[src/rtl/id_ex_stage_pkg.sv]
`default_nettype none
// ============================================================================
// Module      : id_ex_stage_pkg
// Description : Shared definitions for the ID/EX pipeline stage. Covers the
//               datapath widths, the register-zero address, the ALU operation
//               codes, the layout of the EX register and the bubble value.
// Ports       : none (package)
// Revision    : 1.0 - initial release
// ============================================================================
package id_ex_stage_pkg;

    localparam int XLEN       = 32;
    localparam int REG_ADDR_W = 5;
    localparam int ALUOP_W    = 5;
    localparam int SA_W       = 5;

    localparam logic [REG_ADDR_W-1:0] REG_ZERO = 5'd0;

    // ALU operation codes. The NOP code is zero so that a bubble, which is
    // all zeros, decodes as a no-op.
    localparam logic [ALUOP_W-1:0] ALU_NOP = 5'd0;
    localparam logic [ALUOP_W-1:0] ALU_ADD = 5'd1;
    localparam logic [ALUOP_W-1:0] ALU_SUB = 5'd2;
    localparam logic [ALUOP_W-1:0] ALU_AND = 5'd3;
    localparam logic [ALUOP_W-1:0] ALU_OR  = 5'd4;
    localparam logic [ALUOP_W-1:0] ALU_XOR = 5'd5;
    localparam logic [ALUOP_W-1:0] ALU_NOR = 5'd6;
    localparam logic [ALUOP_W-1:0] ALU_SLT = 5'd7;
    localparam logic [ALUOP_W-1:0] ALU_SLL = 5'd8;
    localparam logic [ALUOP_W-1:0] ALU_SRL = 5'd9;
    localparam logic [ALUOP_W-1:0] ALU_SRA = 5'd10;
    localparam logic [ALUOP_W-1:0] ALU_LUI = 5'd11;

    // Contents of the EX register.
    typedef struct packed {
        logic                  valid;
        logic [XLEN-1:0]       pc;
        logic [ALUOP_W-1:0]    aluop;
        logic [REG_ADDR_W-1:0] rs_addr;
        logic [REG_ADDR_W-1:0] rt_addr;
        logic [XLEN-1:0]       rs_val;
        logic [XLEN-1:0]       rt_val;
        logic [XLEN-1:0]       imm_ext;
        logic [SA_W-1:0]       sa;
        logic                  use_sa;
        logic                  use_imm;
        logic [REG_ADDR_W-1:0] dest;
        logic                  reg_we;
        logic                  mem_re;
        logic                  mem_we;
    } ex_entry_t;

    // A bubble clears every field, control and data alike.
    function automatic ex_entry_t bubble_entry();
        ex_entry_t b;
        b = '0;
        return b;
    endfunction

endpackage : id_ex_stage_pkg
`default_nettype wire

[src/rtl/id_ex_stage_if.sv]
`default_nettype none
// ============================================================================
// Module      : id_ex_stage_if
// Description : Bundle between the ID stage / forwarding network and the
//               ID/EX stage.
//               The master modport belongs to the side that drives the decoded
//               instruction, stall/flush and forward triples. The slave
//               modport is the ID/EX stage itself, which returns the EX-stage
//               outputs and the load-use hazard.
// Ports       : none (interface); see the modports below.
// Revision    : 1.0 - initial release
// ============================================================================
interface id_ex_stage_if;
    import id_ex_stage_pkg::*;

    // Pipeline control
    logic                  stall;
    logic                  flush;

    // Decoded instruction from ID
    logic                  id_valid;
    logic [XLEN-1:0]       id_pc;
    logic [ALUOP_W-1:0]    id_aluop;
    logic [REG_ADDR_W-1:0] id_rs_addr;
    logic [REG_ADDR_W-1:0] id_rt_addr;
    logic [XLEN-1:0]       id_rs_val;
    logic [XLEN-1:0]       id_rt_val;
    logic [XLEN-1:0]       id_imm_ext;
    logic [SA_W-1:0]       id_sa;
    logic                  id_use_sa;
    logic                  id_use_imm;
    logic [REG_ADDR_W-1:0] id_dest;
    logic                  id_reg_we;
    logic                  id_mem_re;
    logic                  id_mem_we;

    // Forwarding sources
    logic                  mem_fwd_we;
    logic [REG_ADDR_W-1:0] mem_fwd_addr;
    logic [XLEN-1:0]       mem_fwd_data;
    logic                  wb_fwd_we;
    logic [REG_ADDR_W-1:0] wb_fwd_addr;
    logic [XLEN-1:0]       wb_fwd_data;

    // Stage outputs
    logic                  ld_use_hazard;
    logic                  ex_valid;
    logic [XLEN-1:0]       ex_pc;
    logic [ALUOP_W-1:0]    ALUop;
    logic [XLEN-1:0]       ALUopnd1;
    logic [XLEN-1:0]       ALUopnd2;
    logic [XLEN-1:0]       ex_store_data;
    logic [REG_ADDR_W-1:0] ex_dest;
    logic                  ex_reg_we;
    logic                  ex_mem_re;
    logic                  ex_mem_we;

    modport master (
        output stall, flush,
        output id_valid, id_pc, id_aluop, id_rs_addr, id_rt_addr,
               id_rs_val, id_rt_val, id_imm_ext, id_sa, id_use_sa,
               id_use_imm, id_dest, id_reg_we, id_mem_re, id_mem_we,
        output mem_fwd_we, mem_fwd_addr, mem_fwd_data,
               wb_fwd_we, wb_fwd_addr, wb_fwd_data,
        input  ld_use_hazard, ex_valid, ex_pc, ALUop, ALUopnd1, ALUopnd2,
               ex_store_data, ex_dest, ex_reg_we, ex_mem_re, ex_mem_we
    );

    modport slave (
        input  stall, flush,
        input  id_valid, id_pc, id_aluop, id_rs_addr, id_rt_addr,
               id_rs_val, id_rt_val, id_imm_ext, id_sa, id_use_sa,
               id_use_imm, id_dest, id_reg_we, id_mem_re, id_mem_we,
        input  mem_fwd_we, mem_fwd_addr, mem_fwd_data,
               wb_fwd_we, wb_fwd_addr, wb_fwd_data,
        output ld_use_hazard, ex_valid, ex_pc, ALUop, ALUopnd1, ALUopnd2,
               ex_store_data, ex_dest, ex_reg_we, ex_mem_re, ex_mem_we
    );

endinterface : id_ex_stage_if
`default_nettype wire

[src/rtl/id_ex_stage_fwd_mux.sv]
`default_nettype none
// ============================================================================
// Module      : fwd_mux
// Description : Operand forwarding selector for one source register.
//               A matching EX/MEM result beats a matching MEM/WB result.
//               Register zero is never forwarded. With no match, the stored
//               value passes through.
// Ports       : src_addr/src_val             - source register and its
//                                              stored value
//               mem_we/mem_addr/mem_data     - EX/MEM forward triple
//               wb_we/wb_addr/wb_data        - MEM/WB forward triple
//               fwd_val                      - forwarded operand
// Revision    : 1.0 - initial release
// ============================================================================
module fwd_mux
    import id_ex_stage_pkg::*;
(
    input  wire logic [REG_ADDR_W-1:0] src_addr,
    input  wire logic [XLEN-1:0]       src_val,
    input  wire logic                  mem_we,
    input  wire logic [REG_ADDR_W-1:0] mem_addr,
    input  wire logic [XLEN-1:0]       mem_data,
    input  wire logic                  wb_we,
    input  wire logic [REG_ADDR_W-1:0] wb_addr,
    input  wire logic [XLEN-1:0]       wb_data,
    output logic      [XLEN-1:0]       fwd_val
);

    logic mem_hit;
    logic wb_hit;

    assign mem_hit = mem_we && (mem_addr == src_addr) && (src_addr != REG_ZERO);
    assign wb_hit  = wb_we  && (wb_addr  == src_addr) && (src_addr != REG_ZERO);

    always_comb begin
        fwd_val = src_val;
        if (mem_hit) begin
            fwd_val = mem_data;
        end else if (wb_hit) begin
            fwd_val = wb_data;
        end
    end

endmodule : fwd_mux
`default_nettype wire

[src/rtl/id_ex_stage.sv]
`default_nettype none
// ============================================================================
// Module      : id_ex_stage
// Description : ID/EX pipeline register of the 5-stage MIPS core.
//               It captures the decoded operands and control from ID. It
//               inserts a bubble on flush or on a load-use hazard and holds
//               on stall. It forwards MEM/WB results into the operands and
//               drives the EX-stage ALU operand and opcode buses directly.
// Ports       : clk  - rising-edge clock
//               rst  - synchronous active-high reset
//               bus  - id_ex_stage_if.slave: ID inputs, stall/flush, forward
//                      triples in; ex_* outputs, ALUop/ALUopnd1/ALUopnd2 and
//                      ld_use_hazard out
// Revision    : 1.0 - initial release
// ============================================================================
module id_ex_stage
    import id_ex_stage_pkg::*;
(
    input  wire logic      clk,
    input  wire logic      rst,
    id_ex_stage_if.slave   bus
);

    ex_entry_t       ex_reg;
    ex_entry_t       id_entry;
    logic [XLEN-1:0] fwd_rs;
    logic [XLEN-1:0] fwd_rt;
    logic            hazard_raw;
    logic            hazard;

    // Decoded instruction as it would be stored on a normal load.
    always_comb begin
        id_entry         = bubble_entry();
        id_entry.valid   = bus.id_valid;
        id_entry.pc      = bus.id_pc;
        id_entry.aluop   = bus.id_aluop;
        id_entry.rs_addr = bus.id_rs_addr;
        id_entry.rt_addr = bus.id_rt_addr;
        id_entry.rs_val  = bus.id_rs_val;
        id_entry.rt_val  = bus.id_rt_val;
        id_entry.imm_ext = bus.id_imm_ext;
        id_entry.sa      = bus.id_sa;
        id_entry.use_sa  = bus.id_use_sa;
        id_entry.use_imm = bus.id_use_imm;
        id_entry.dest    = bus.id_dest;
        id_entry.reg_we  = bus.id_reg_we;
        id_entry.mem_re  = bus.id_mem_re;
        id_entry.mem_we  = bus.id_mem_we;
    end

    // Forwarding acts on the stored EX operands.
    fwd_mux u_fwd_rs (
        .src_addr (ex_reg.rs_addr),
        .src_val  (ex_reg.rs_val),
        .mem_we   (bus.mem_fwd_we),
        .mem_addr (bus.mem_fwd_addr),
        .mem_data (bus.mem_fwd_data),
        .wb_we    (bus.wb_fwd_we),
        .wb_addr  (bus.wb_fwd_addr),
        .wb_data  (bus.wb_fwd_data),
        .fwd_val  (fwd_rs)
    );

    fwd_mux u_fwd_rt (
        .src_addr (ex_reg.rt_addr),
        .src_val  (ex_reg.rt_val),
        .mem_we   (bus.mem_fwd_we),
        .mem_addr (bus.mem_fwd_addr),
        .mem_data (bus.mem_fwd_data),
        .wb_we    (bus.wb_fwd_we),
        .wb_addr  (bus.wb_fwd_addr),
        .wb_data  (bus.wb_fwd_data),
        .fwd_val  (fwd_rt)
    );

    // A load in EX whose destination is read by the ID instruction cannot be
    // forwarded in time. ID must hold for one cycle while a bubble goes in.
    assign hazard_raw = ex_reg.valid && ex_reg.mem_re && (ex_reg.dest != REG_ZERO) &&
                        bus.id_valid &&
                        ((ex_reg.dest == bus.id_rs_addr) || (ex_reg.dest == bus.id_rt_addr));

    // Stall and flush already hold or squash the whole stage. A hazard
    // reported on top of either would make ID hold twice.
    assign hazard = hazard_raw && !bus.stall && !bus.flush && !rst;

    always_ff @(posedge clk) begin
        if (rst) begin
            ex_reg <= bubble_entry();
        end else if (bus.flush) begin
            ex_reg <= bubble_entry();
        end else if (bus.stall) begin
            // Keep the forwarded values while holding. A producer that
            // retires from WB during a long stall is then still visible
            // after it has left the forwarding network.
            ex_reg.rs_val <= fwd_rs;
            ex_reg.rt_val <= fwd_rt;
        end else if (hazard) begin
            ex_reg <= bubble_entry();
        end else begin
            ex_reg <= id_entry;
        end
    end

    assign bus.ld_use_hazard = hazard;
    assign bus.ex_valid      = ex_reg.valid;
    assign bus.ex_pc         = ex_reg.pc;
    assign bus.ALUop         = ex_reg.aluop;
    assign bus.ex_dest       = ex_reg.dest;
    assign bus.ex_reg_we     = ex_reg.reg_we;
    assign bus.ex_mem_re     = ex_reg.mem_re;
    assign bus.ex_mem_we     = ex_reg.mem_we;

    // The operand buses are gated by rst. They then read zero while reset is
    // held, even before the first edge clears the register.
    assign bus.ALUopnd1      = rst ? '0 :
                               (ex_reg.use_sa  ? {{(XLEN-SA_W){1'b0}}, ex_reg.sa} : fwd_rs);
    assign bus.ALUopnd2      = rst ? '0 :
                               (ex_reg.use_imm ? ex_reg.imm_ext : fwd_rt);
    assign bus.ex_store_data = rst ? '0 : fwd_rt;

endmodule : id_ex_stage
`default_nettype wire

[src/flat_wrapper.sv]
// flat-port wrapper written by rule: the top's interface ports become plain ports
module id_ex_stage_flat import id_ex_stage_pkg::*;
  (clk, rst, bus_stall, bus_flush, bus_id_valid, bus_id_pc, bus_id_aluop, bus_id_rs_addr, bus_id_rt_addr, bus_id_rs_val, bus_id_rt_val, bus_id_imm_ext, bus_id_sa, bus_id_use_sa, bus_id_use_imm, bus_id_dest, bus_id_reg_we, bus_id_mem_re, bus_id_mem_we, bus_mem_fwd_we, bus_mem_fwd_addr, bus_mem_fwd_data, bus_wb_fwd_we, bus_wb_fwd_addr, bus_wb_fwd_data, bus_ld_use_hazard, bus_ex_valid, bus_ex_pc, bus_ALUop, bus_ALUopnd1, bus_ALUopnd2, bus_ex_store_data, bus_ex_dest, bus_ex_reg_we, bus_ex_mem_re, bus_ex_mem_we);
  id_ex_stage_if bus_i ();
  input  wire logic clk;
  input  wire logic rst;
  input wire logic [$bits(bus_i.stall)-1:0] bus_stall;
  input wire logic [$bits(bus_i.flush)-1:0] bus_flush;
  input wire logic [$bits(bus_i.id_valid)-1:0] bus_id_valid;
  input wire logic [$bits(bus_i.id_pc)-1:0] bus_id_pc;
  input wire logic [$bits(bus_i.id_aluop)-1:0] bus_id_aluop;
  input wire logic [$bits(bus_i.id_rs_addr)-1:0] bus_id_rs_addr;
  input wire logic [$bits(bus_i.id_rt_addr)-1:0] bus_id_rt_addr;
  input wire logic [$bits(bus_i.id_rs_val)-1:0] bus_id_rs_val;
  input wire logic [$bits(bus_i.id_rt_val)-1:0] bus_id_rt_val;
  input wire logic [$bits(bus_i.id_imm_ext)-1:0] bus_id_imm_ext;
  input wire logic [$bits(bus_i.id_sa)-1:0] bus_id_sa;
  input wire logic [$bits(bus_i.id_use_sa)-1:0] bus_id_use_sa;
  input wire logic [$bits(bus_i.id_use_imm)-1:0] bus_id_use_imm;
  input wire logic [$bits(bus_i.id_dest)-1:0] bus_id_dest;
  input wire logic [$bits(bus_i.id_reg_we)-1:0] bus_id_reg_we;
  input wire logic [$bits(bus_i.id_mem_re)-1:0] bus_id_mem_re;
  input wire logic [$bits(bus_i.id_mem_we)-1:0] bus_id_mem_we;
  input wire logic [$bits(bus_i.mem_fwd_we)-1:0] bus_mem_fwd_we;
  input wire logic [$bits(bus_i.mem_fwd_addr)-1:0] bus_mem_fwd_addr;
  input wire logic [$bits(bus_i.mem_fwd_data)-1:0] bus_mem_fwd_data;
  input wire logic [$bits(bus_i.wb_fwd_we)-1:0] bus_wb_fwd_we;
  input wire logic [$bits(bus_i.wb_fwd_addr)-1:0] bus_wb_fwd_addr;
  input wire logic [$bits(bus_i.wb_fwd_data)-1:0] bus_wb_fwd_data;
  output wire logic [$bits(bus_i.ld_use_hazard)-1:0] bus_ld_use_hazard;
  output wire logic [$bits(bus_i.ex_valid)-1:0] bus_ex_valid;
  output wire logic [$bits(bus_i.ex_pc)-1:0] bus_ex_pc;
  output wire logic [$bits(bus_i.ALUop)-1:0] bus_ALUop;
  output wire logic [$bits(bus_i.ALUopnd1)-1:0] bus_ALUopnd1;
  output wire logic [$bits(bus_i.ALUopnd2)-1:0] bus_ALUopnd2;
  output wire logic [$bits(bus_i.ex_store_data)-1:0] bus_ex_store_data;
  output wire logic [$bits(bus_i.ex_dest)-1:0] bus_ex_dest;
  output wire logic [$bits(bus_i.ex_reg_we)-1:0] bus_ex_reg_we;
  output wire logic [$bits(bus_i.ex_mem_re)-1:0] bus_ex_mem_re;
  output wire logic [$bits(bus_i.ex_mem_we)-1:0] bus_ex_mem_we;
  assign bus_i.stall = bus_stall;
  assign bus_i.flush = bus_flush;
  assign bus_i.id_valid = bus_id_valid;
  assign bus_i.id_pc = bus_id_pc;
  assign bus_i.id_aluop = bus_id_aluop;
  assign bus_i.id_rs_addr = bus_id_rs_addr;
  assign bus_i.id_rt_addr = bus_id_rt_addr;
  assign bus_i.id_rs_val = bus_id_rs_val;
  assign bus_i.id_rt_val = bus_id_rt_val;
  assign bus_i.id_imm_ext = bus_id_imm_ext;
  assign bus_i.id_sa = bus_id_sa;
  assign bus_i.id_use_sa = bus_id_use_sa;
  assign bus_i.id_use_imm = bus_id_use_imm;
  assign bus_i.id_dest = bus_id_dest;
  assign bus_i.id_reg_we = bus_id_reg_we;
  assign bus_i.id_mem_re = bus_id_mem_re;
  assign bus_i.id_mem_we = bus_id_mem_we;
  assign bus_i.mem_fwd_we = bus_mem_fwd_we;
  assign bus_i.mem_fwd_addr = bus_mem_fwd_addr;
  assign bus_i.mem_fwd_data = bus_mem_fwd_data;
  assign bus_i.wb_fwd_we = bus_wb_fwd_we;
  assign bus_i.wb_fwd_addr = bus_wb_fwd_addr;
  assign bus_i.wb_fwd_data = bus_wb_fwd_data;
  assign bus_ld_use_hazard = bus_i.ld_use_hazard;
  assign bus_ex_valid = bus_i.ex_valid;
  assign bus_ex_pc = bus_i.ex_pc;
  assign bus_ALUop = bus_i.ALUop;
  assign bus_ALUopnd1 = bus_i.ALUopnd1;
  assign bus_ALUopnd2 = bus_i.ALUopnd2;
  assign bus_ex_store_data = bus_i.ex_store_data;
  assign bus_ex_dest = bus_i.ex_dest;
  assign bus_ex_reg_we = bus_i.ex_reg_we;
  assign bus_ex_mem_re = bus_i.ex_mem_re;
  assign bus_ex_mem_we = bus_i.ex_mem_we;
  id_ex_stage u_core (.clk(clk), .rst(rst), .bus(bus_i));
endmodule
[config.mk]
export PLATFORM = sky130hd
export DESIGN_NAME = id_ex_stage_flat
export DESIGN_NICKNAME = d
export VERILOG_FILES = /design/src/rtl/id_ex_stage_pkg.sv /design/src/rtl/id_ex_stage_if.sv /design/src/rtl/id_ex_stage_fwd_mux.sv /design/src/rtl/id_ex_stage.sv /design/src/flat_wrapper.sv
export SDC_FILE = /design/constraint.sdc
export NUM_CORES = 1
export LEC_CHECK = 0
export CAP_MARGIN = 20
export CORE_AREA = 3 3 147 149
export DETAILED_ROUTE_END_ITERATION = 12
export DIE_AREA = 0 0 150 152
export HOLD_SLACK_MARGIN = 0.15
export PLACE_DENSITY = 0.89
export RECOVER_POWER = 25
export SYNTH_ARGS = -nofsm -noshare
export SYNTH_HDL_FRONTEND = slang
export SYNTH_SLANG_ARGS = --single-unit
[constraint.sdc]
create_clock -name clk -period 3.5 [get_ports clk]
set_clock_uncertainty 0.05 [all_clocks]
set_input_delay 0.35 -clock clk [delete_from_list [all_inputs] [get_ports clk]]
set_output_delay 0.35 -clock clk [all_outputs]
set_load 0.03 [all_outputs]
==> run metrics <==
Synth Area in Compound Gates 0.391; number of hold violations in the final report 0; Num Clock Sinks 159; cell mode on critical path sky130_fd_sc_hd__buf_4; Arrival @ worst endpoint ~3.0 ns; Root Buffer Master sky130_fd_sc_hd__clkbuf_16; power per cell area around 360 nW/um^2; leakage component of the power 5.38 nW; First-pass DRT Iterations 7; crit path buf inv count 4; nets@finish 1,477; total grt overflow 0; DIE WIDTH 150 um; proportion of synthesized flip-flops having asynchronous set or reset 0; delay of the slowest critical-path stage 0.59 ns; number of flops mapped to enable cells by yosys 0; nets in the synthesized netlist 1,175; clock tree from TritonCTS done; clock latency on the worst-skew pair about 0.44 ns; number of buffers inserted by hold repair at cts 0; summed instance area of the synthesized netlist 8970 um^2; area grow syn2layout 48.0%; Unique masters post-synth between 40 and 50; full die area between 20,000 and 25,000 um^2; startpoint of the lowest-slack register-to-register path u_core.bus.ex_dest[4]; cell types with the largest area share after synthesis sky130_fd_sc_hd__dfxtp_1 (35%), sky130_fd_sc_hd__a22o_1 (9.2%), sky130_fd_sc_hd__o21ai_0 (6.9%); layout cells sized above 1 0.173; maximum level of the CTS H-tree 4; share of Yosys cell area claimed by the top area cell type 0.355; slew of the pin with the lowest slew margin 1.47 ns; GR Util met1 0.339; routed length per instance roughly 23 um; clock-pin slew reported for the worst setup and hold paths after clock tree synthesis 0.08 ns; worst min-delay path category flip-flop to flip-flop; post-synthesis sequential element count 159; initial cell density of the core 0.442; critical-path maximum fanout 13; fill cell count approximately 1.6k; layer carrying the most global-route usage met2; Period minus WS final between 3 and 4 ns; unrepaired setup endpoints after global routing false; most frequently used cell type in the post-synthesis netlist sky130_fd_sc_hd__dfxtp_1; category of the most critical setup path flip-flop to primary output; Setup TNS Final 0 ns; number of rows created at floorplan 52; Max Clock Freq 0.295 GHz; setup violation total in the final timing report 0; delay-heaviest family, CP simple AND/OR/NAND/NOR gates; crit-path cells or4_4 > o211a_4 > nand2_8 > buf_6 > buf_4 > a211oi_2 > o32ai_1 > buf_4 > buf_12; initial antenna violation count 4; remaining max-slew budget at the tightest pin 0.0227; max-cap violations 0; number of flip-flops in the largest register approximately 110; global-route wire length before repair 53,200 um; worst min-delay path startpoint u_core.bus.ex_pc[28]; simple-gate share of the synthesized area 0.114; number of clock buffers inserted by TritonCTS 17; met2 track demand over resource 0.496; grt met3 use 0.0882; run status finished, final reports clean; multiplexer share of the synthesized area 0; IR drop worst, VDD 279 uV; via total after detailed routing around 9.1k; placement-stage worst setup slack 0.0742 ns; Top-Level Pins 382; area inside the core boundary 20,300 um^2; GR Util All Layers 0.297; Final HPWL DP 25,200 um; maximum number of pins on one net before global-route repair 160; number of antenna-violating nets in the routed design 0; crit path from u_core.ex_reg[111]; post-synthesis average cell area 9.58 um^2; final routed wirelength across all metal layers 35,200 um; synthesized instance count 936; number of global-route vias before repair 9,335; list of most frequent post-synthesis cells sky130_fd_sc_hd__dfxtp_1 (159), sky130_fd_sc_hd__o21ai_0 (123), sky130_fd_sc_hd__a22o_1 (94), sky130_fd_sc_hd__o2bb2ai_1 (64), sky130_fd_sc_hd__nor2_1 (63); main combinational cell family by area after synthesis compound AO/OA/AOI/OAI gates; post-synthesis share of cell area spent on xor and xnor gates 0.0293; Yosys warning total 0; routability-driven placement congestion ratio 0.887; Primary FF master, synth sky130_fd_sc_hd__dfxtp_1; remaining design rule violation count 0; Worst setup EP type primary output; iteration-0 DRC count of the detailed router 799; area share of fa/ha/maj cells after synthesis 0; Setup Buffers After CTS 0; Data required, critical path 3.10 ns; crit path launch type flip-flop; count of buffers inserted at the top-level ports 381; height of the die 152 um; share of the yosys chip area belonging to registers 0.355; critical path's slowest cell sky130_fd_sc_hd__or4_4; period utilisation layout 0.968; routed via count divided by cell count 5.95; PnR worst setup slack between 0.1 and 0.15 ns; post-synthesis cell type with the largest combined area sky130_fd_sc_hd__dfxtp_1; Final Max Slew Viols 0; number of buffers on the longest clock path 2
-- through the flow --
stage	hold WS (ns)	instances	cell area (um^2)	power, mW	utilization
5_1_grt	0.414	1525	13300	4.91	0.654
2_1_floorplan	0.392	936	8970	2.36	-
3_5_place_dp	0.404	1488	12600	2.83	0.621
3_3_place_gp	0.405	1488	12600	2.81	0.621
6_report	0.420	1525	13300	4.76	0.654
4_1_cts	0.409	1520	13200	4.78	0.651
-- worst paths after layout --
| path | slack (ns) | cells after the start | endpoint |
|---|---|---|---|
| hold / removal | 0.42 | 1 | u_core.bus.ex_pc[28] |
| hold reg to reg | 0.42 | 1 | u_core.bus.ex_pc[28] |
| setup / recovery | 0.11 | 9 | bus_ALUopnd2[31] |
| setup reg to reg | 0.83 | 6 | u_core.ex_reg[22] |
-- metal layers --
metal / up-vias / wire length (um)
met1: 4360 / 13000
met3: 114 / 3410
met5: - / 0
met4: 0 / 1700
met2: 540 / 17100
li1: 4064 / -
-- layout make-up --
cell class	instances	area, um^2	share of cell area
well taps	270	338	0.0255
clock buffers	17	425	0.0320
clock inverters	15	210	0.0158
multi-input cells	611	4820	0.363
repair buffers	417	4160	0.314
flip-flops and latches	159	3190	0.240
inverters	32	120	0.00905
diodes	4	10.0	0.000754
-- report_power, final --
part,switching (mW),internal (mW)
Combinational,0.425,0.452
Clock,0.932,1.04
Sequential,0.0384,1.87
Total,1.40,3.37
-- layout by cell type (no fill, tap or decap), types with 4 or more instances in the layout --
master	netlist	routed
sky130_fd_sc_hd__buf_4	52	63
sky130_fd_sc_hd__clkdlybuf4s50_1	0	238
sky130_fd_sc_hd__diode_2	0	4
sky130_fd_sc_hd__o211a_1	27	27
sky130_fd_sc_hd__inv_8	0	5
sky130_fd_sc_hd__a22o_1	94	94
sky130_fd_sc_hd__a211oi_1	5	6
sky130_fd_sc_hd__dlygate4sd2_1	0	32
sky130_fd_sc_hd__nand2_1	39	39
sky130_fd_sc_hd__nor2_1	63	61
sky130_fd_sc_hd__a211oi_2	11	10
sky130_fd_sc_hd__dfxtp_1	159	157
sky130_fd_sc_hd__and3_4	20	20
sky130_fd_sc_hd__o32ai_2	30	30
sky130_fd_sc_hd__o22ai_1	6	6
sky130_fd_sc_hd__inv_1	32	32
sky130_fd_sc_hd__dlymetal6s2s_1	1	20
sky130_fd_sc_hd__a211oi_4	22	22
sky130_fd_sc_hd__clkinv_8	0	6
sky130_fd_sc_hd__buf_12	3	14
sky130_fd_sc_hd__xnor2_1	27	27
sky130_fd_sc_hd__clkbuf_16	0	17
sky130_fd_sc_hd__dlygate4sd3_1	4	46
sky130_fd_sc_hd__o2bb2ai_1	64	64
sky130_fd_sc_hd__o21ai_0	123	123
sky130_fd_sc_hd__nor3_1	46	46
-- logic make-up (layout without fill, tap and decap cells) --
logic type	after synthesis	count (layout)
flip-flops	159	159
buffers and inverters	166	481
XOR/XNOR	30	30
AO/OA/AOI/OAI	391	391
AND/OR/NAND/NOR	190	190
other	0	4
-- timing repair --
item                                    4_1_cts  5_1_grt
resized for setup                            33       23
gates cloned                                  0        0
endpoints found under the setup margin       36       30
(Power assumes the default switching activity.)
